`src/rtl/serial_sub_ctrl_pkg.sv`:
```
// rtl/serial_sub_ctrl_pkg.sv - shared state encoding for the bit-serial subtractor
package serial_sub_ctrl_pkg;

   // Encoding 2'd3 is unused and is handled as IDLE by the controller.
   typedef enum logic [1:0] {
      IDLE = 2'd0,
      RUN  = 2'd1,
      DONE = 2'd2
   } state_t;

endpackage

```
`src/rtl/serial_sub_ctrl_full_sub.sv`:
```
// rtl/serial_sub_ctrl_full_sub.sv - combinational full subtractor from two half-subtractor stages
module full_sub (
   input  logic x,
   input  logic y,
   input  logic bin,
   output logic d,
   output logic bout
);

   logic d1;
   logic b1;
   logic b2;

   assign d1   = x ^ y;
   assign b1   = ~x & y;
   assign d    = d1 ^ bin;
   assign b2   = ~d1 & bin;
   assign bout = b1 | b2;

endmodule

```
`src/rtl/serial_sub_ctrl.sv`:
```
// rtl/serial_sub_ctrl.sv - start/done controller running one full subtractor LSB-first over WIDTH cycles
module serial_sub_ctrl
   import serial_sub_ctrl_pkg::*;
#(
   parameter int WIDTH = 8
) (
   input  logic             clk,
   input  logic             rst_n,
   input  logic             start,
   input  logic [WIDTH-1:0] a,
   input  logic [WIDTH-1:0] b,
   output logic             busy,
   output logic             done,
   output logic [WIDTH-1:0] diff,
   output logic             borrow_out
);

   localparam int CW = $clog2(WIDTH);
   localparam logic [CW-1:0] LAST = CW'(WIDTH - 1);

   state_t           state, state_nxt;
   logic [WIDTH-1:0] a_sh, a_sh_nxt;
   logic [WIDTH-1:0] b_sh, b_sh_nxt;
   logic [WIDTH-1:0] r_sh, r_sh_nxt;
   logic [CW-1:0]    cnt, cnt_nxt;
   logic             bor, bor_nxt;
   logic [WIDTH-1:0] diff_nxt;
   logic             borrow_nxt;
   logic             busy_nxt;
   logic             done_nxt;
   logic             d_bit;
   logic             b_bit;

   full_sub u_full_sub (
      .x    (a_sh[0]),
      .y    (b_sh[0]),
      .bin  (bor),
      .d    (d_bit),
      .bout (b_bit)
   );

   always_ff @(posedge clk or negedge rst_n) begin
      if (!rst_n) begin
         state      <= IDLE;
         a_sh       <= '0;
         b_sh       <= '0;
         r_sh       <= '0;
         cnt        <= '0;
         bor        <= 1'b0;
         diff       <= '0;
         borrow_out <= 1'b0;
         busy       <= 1'b0;
         done       <= 1'b0;
      end else begin
         state      <= state_nxt;
         a_sh       <= a_sh_nxt;
         b_sh       <= b_sh_nxt;
         r_sh       <= r_sh_nxt;
         cnt        <= cnt_nxt;
         bor        <= bor_nxt;
         diff       <= diff_nxt;
         borrow_out <= borrow_nxt;
         busy       <= busy_nxt;
         done       <= done_nxt;
      end
   end

   always_comb begin
      state_nxt  = state;
      a_sh_nxt   = a_sh;
      b_sh_nxt   = b_sh;
      r_sh_nxt   = r_sh;
      cnt_nxt    = cnt;
      bor_nxt    = bor;
      diff_nxt   = diff;
      borrow_nxt = borrow_out;
      busy_nxt   = busy;
      done_nxt   = 1'b0;

      case (state)
         RUN: begin
            a_sh_nxt = {1'b0, a_sh[WIDTH-1:1]};
            b_sh_nxt = {1'b0, b_sh[WIDTH-1:1]};
            r_sh_nxt = {d_bit, r_sh[WIDTH-1:1]};
            bor_nxt  = b_bit;
            cnt_nxt  = cnt + CW'(1);
            // Last bit: publish the assembled result directly, not the stale r_sh.
            if (cnt == LAST) begin
               state_nxt  = DONE;
               diff_nxt   = {d_bit, r_sh[WIDTH-1:1]};
               borrow_nxt = b_bit;
               done_nxt   = 1'b1;
               busy_nxt   = 1'b0;
            end
         end
         DONE: begin
            state_nxt = IDLE;
         end
         default: begin
            state_nxt = IDLE;
            busy_nxt  = 1'b0;
            if (start) begin
               state_nxt = RUN;
               a_sh_nxt  = a;
               b_sh_nxt  = b;
               cnt_nxt   = '0;
               bor_nxt   = 1'b0;
               busy_nxt  = 1'b1;
            end
         end
      endcase
   end

endmodule

```
`config.mk`:
```
export PLATFORM = sky130hd
export DESIGN_NAME = serial_sub_ctrl
export DESIGN_NICKNAME = d
export VERILOG_FILES = /design/src/rtl/serial_sub_ctrl_pkg.sv /design/src/rtl/serial_sub_ctrl_full_sub.sv /design/src/rtl/serial_sub_ctrl.sv
export SDC_FILE = /design/constraint.sdc
export NUM_CORES = 1
export LEC_CHECK = 0
export ABC_AREA = 1
export CAP_MARGIN = 0
export CORE_ASPECT_RATIO = 0.9
export CORE_MARGIN = 4
export CORE_UTILIZATION = 25
export CTS_BUF_LIST = sky130_fd_sc_hd__clkbuf_16
export CTS_CLUSTER_SIZE = 14
export DETAILED_ROUTE_END_ITERATION = 7
export PLACE_DENSITY = 0.46
export RECOVER_POWER = 50
export SLEW_MARGIN = 20
export SYNTH_ARGS = -nofsm -noshare
export SYNTH_HDL_FRONTEND = slang
export SYNTH_SLANG_ARGS = --single-unit
```
`constraint.sdc`:
```
create_clock -name clk -period 1.12 [get_ports clk]
set_input_delay 0.224 -clock clk [delete_from_list [all_inputs] [get_ports clk]]
set_output_delay 0.224 -clock clk [all_outputs]
set_load 0.01 [all_outputs]
```
==> metrics.md, run 1 <==
| Metric | Value |
|---|---|
| WP data arrival | `1420 ps` |
| Starting Density | `26.05%` |
| Die height | `89.87 um` |
| Final worst slack | `-138.0 ps` |
| Worst relative slew slack | `61.50%` |
| Vias in the first global route | `1551` |
| Largest net degree at the start of global routing | `41` |
| First-pass GRT wire length | `7293 um` |
| Ys Warns | `0` |
| Max clock buf depth | `2` |
| GRT Util Overall | `10.02%` |
| Peak supply drop | `0.8175 mV` |
| Die Wd | `98.97 um` |
| Nets | `305` |
| CP Buf/Inv Count | `3` |
| Port buffer count | `29` |
| Vias per cell | `4.203` |
| DIE AREA | `8894 um^2` |
| Ant diodes | `0` |
| Root buffer cell | `clkbuf_16` |
| Tot Pwr | `6.704 mW` |
| Num CTS Buffers | `5` |
| Post-Synthesis Cell Area | `1862 um^2` |
| #FFs+latches synth | `40` |
| Clock Power Share | `20.8%` |
| Syn Area/Cell | `8.349 um^2` |
| R2R Setup Slk | `-140 ps` |
| Detailed Routing Iterations Pass 1 | `4` |
| Clock sinks | `40` |
| Final Setup Violations | `39` |
| Vias post-DR | `1572` |
| HPWL Detailed | `2770 um` |
| Post-route clock period utilization | `112.3%` |
| Final Hold Viols | `0` |
| Worst Path Max Fanout | `7` |
| Clock skew | `5.018 ps` |
| Violated checks | `setup timing` |
| Ports | `30` |
| Cell count after synthesis | `223` |
| CP top delay family | `buffers and inverters` |
| Core Rows | `29` |
| Post-layout min period | `1258 ps` |
| P_int | `4.196 mW` |
| Synth top area cells | `dfrtp_1, nand2_1, nand3_1` |
| Pins Over Slew Limit | `0` |
| TNS Setup | `-3976 ps` |
| Seq pwr share | `33.5%` |
| Drc violations | `0` |
| Pwr dens | `2401 nW/um^2` |
| Worst reg2reg path depth | `5` |
| Sw Share | `37.41%` |
| Worst-margin pin slew | `577.5 ps` |
| Worst-path cell chain | `inv_2 > ha_4 > buf_12 > clkbuf_16 > o21ai_1` |
| Slowest stage cell, crit path | `dfrtp_1` |
| Pleak | `1.410 nW` |
| WL per Instance | `11.95 um` |
| Share of cells above drive strength 1 | `29.89%` |
| Util after Layout | `39.07%` |
| Area Growth Syn to Fin | `50.00%` |
| Filler cell count in the final layout | `739` |
| NetSw | `2.508 mW` |
| Hold Startpoint | `a_sh[7]` |
| GP Congestion | `0.7627` |
| FMAX | `794.9 MHz` |
| Cell accounting for the most synthesized area | `dfrtp_1` |
| R2R Path Start | `state[1]` |
| MaxCap Viol Count | `0` |
| Worst setup EP type | `register` |
| CTS H-tree depth | `2` |
| Worst flop-to-flop path endpoint | `r_sh[3]` |
| Worst EP required | `1290 ps` |
| Clock transition at path regs | `60 ps` |
| Synthesized Nets | `248` |
| Post-route insts no fill | `374` |
| Hold WC Path Type | `reg2reg` |
| DP Cell Count | `358` |
| Post-synth top area share | `53.76%` |
| RSZ-0062 raised after global routing | `yes` |
| Final ANT Viol Nets | `0` |
| Comb pwr share | `45.7%` |
| CP startpoint kind | `register` |
| WL final | `4468 um` |
| Cell depth of the worst hold path | `2` |
| Hold Path End | `a_sh[7]` |
| Critical setup path kind | `reg2reg` |
| Sequential share of the synthesized area | `53.76%` |
| Initial antenna violation count | `0` |
| CORE AREA | `7148 um^2` |
| Run status | `complete, but fails checks` |
| Iteration-0 DRC Markers | `47` |
| Post-synth cell types | `15` |
| CTS tree | `done` |
| Insertion delay to the later sink of the worst-skew pair | `280 ps` |
| Worst path max stage delay | `400 ps` |
| GRT overflow | `0` |
## metrics by stage
step,cell area (um^2),setup slack (ps),hold WS [ps]
global route,2793,-193.9,503.8
CTS,2705,-106.5,465.4
floorplan,1896,-75.49,-71.59
detailed placement,2402,-268.2,216.2
global placement,2402,-284.1,215.6
finish,2793,-138.0,469.8
## sequential cells by signal, indices dropped and copies added, names as in the netlist
name        cells
a_sh            8
b_sh            8
bor             1
borrow_out      1
busy            1
cnt             3
diff            8
done            1
r_sh            7
state           2
## worst max path at each step
stage / from / endpoint / slack (ps) / cells after the start
floorplan: state[0] / busy / -80 / 7
CTS: state[0] / b_sh[5] / -110 / 7
global route: state[1] / a_sh[4] / -190 / 7
global placement: start / b_sh[7] / -280 / 5
finish: state[1] / r_sh[3] / -140 / 5
detailed placement: start / b_sh[7] / -270 / 5
## worst min-delay path, stage by stage, from the launching register on
cell and delay [ps]:
dfrtp_1 340, nand2_1 50, nand2_1 40
## cells by family after synthesis
group | after synthesis | share of synthesized area (%)
AND/OR/NAND/NOR | 133 | 29.57
flip-flops | 40 | 53.76
buffers and inverters | 27 | 7.460
AO/OA/AOI/OAI | 17 | 4.772
adder cells (fa/ha/maj) | 6 | 4.436
## final cells by class
| cell class | instances | area (um^2) | area share (%) |
|---|---|---|---|
| timing repair buffer | 55 | 505.5 | 18.10 |
| clock buffer | 5 | 125.1 | 4.480 |
| multi-input combinational | 160 | 938.4 | 33.60 |
| tap | 93 | 116.4 | 4.167 |
| sequential | 40 | 1001 | 35.84 |
| clock inverter | 3 | 18.77 | 0.6720 |
| inverter | 18 | 87.58 | 3.136 |
## cell usage in the layout, fill, tap and decap left out, drive strengths merged, types with 2 or more instances in the layout
cell,instances
inv,17
nand4,2
buf,28
nand2,118
o21ai,17
clkdlybuf4s50,17
ha,5
clkbuf,13
nand3,17
clkinv,2
clkinvlp,2
dfrtp,40
## synthesized netlist by cell type
master,number
nand2_4,3
buf_6,3
inv_1,16
dfrtp_1,40
nand2_2,1
ha_1,5
o21ai_2,1
nand4_1,2
inv_2,2
buf_4,3
nand3_1,17
buf_2,3
fa_1,1
o21ai_0,16
nand2_1,110
## per-layer routing
layer | GRT usage [%] | vias to the layer above | wire (um)
met5 | 0 | - | 0
met4 | 2.958 | 0 | 23
met3 | 3.096 | 2 | 241
met2 | 15.04 | 32 | 2056
met1 | 13.86 | 724 | 2145
li1 | - | 814 | -
## power groups by stage
stage               Clock (mW)  Combinational, mW  Sequential, mW
global route              1.51               3.46            2.30
detailed placement           0               2.32            2.21
finish                    1.39               3.06            2.25
global placement             0               2.31            2.21
floorplan                    0               1.50            2.18
CTS                       1.44               2.75            2.22
## repair_timing
| item | 4_1_cts | 5_1_grt |
|---|---|---|
| buffers inserted | 1 | 1 |
| resized for setup | 64 | 32 |
| cloned | 0 | 5 |
| endpoints found under the hold margin | 40 | 0 |
| hold buffers | 1 | 0 |
| endpoints found under the setup margin | 51 | 49 |
| pin swaps | 11 | 12 |
Power figures use the tool's default switching activity.
==> inputs of run 2 (changes only) <==
Settings changed: SLEW_MARGIN 20 to not set.
==> results of run 2 <==
No change in the layout: final DEF, timing and power equal those of run 1.
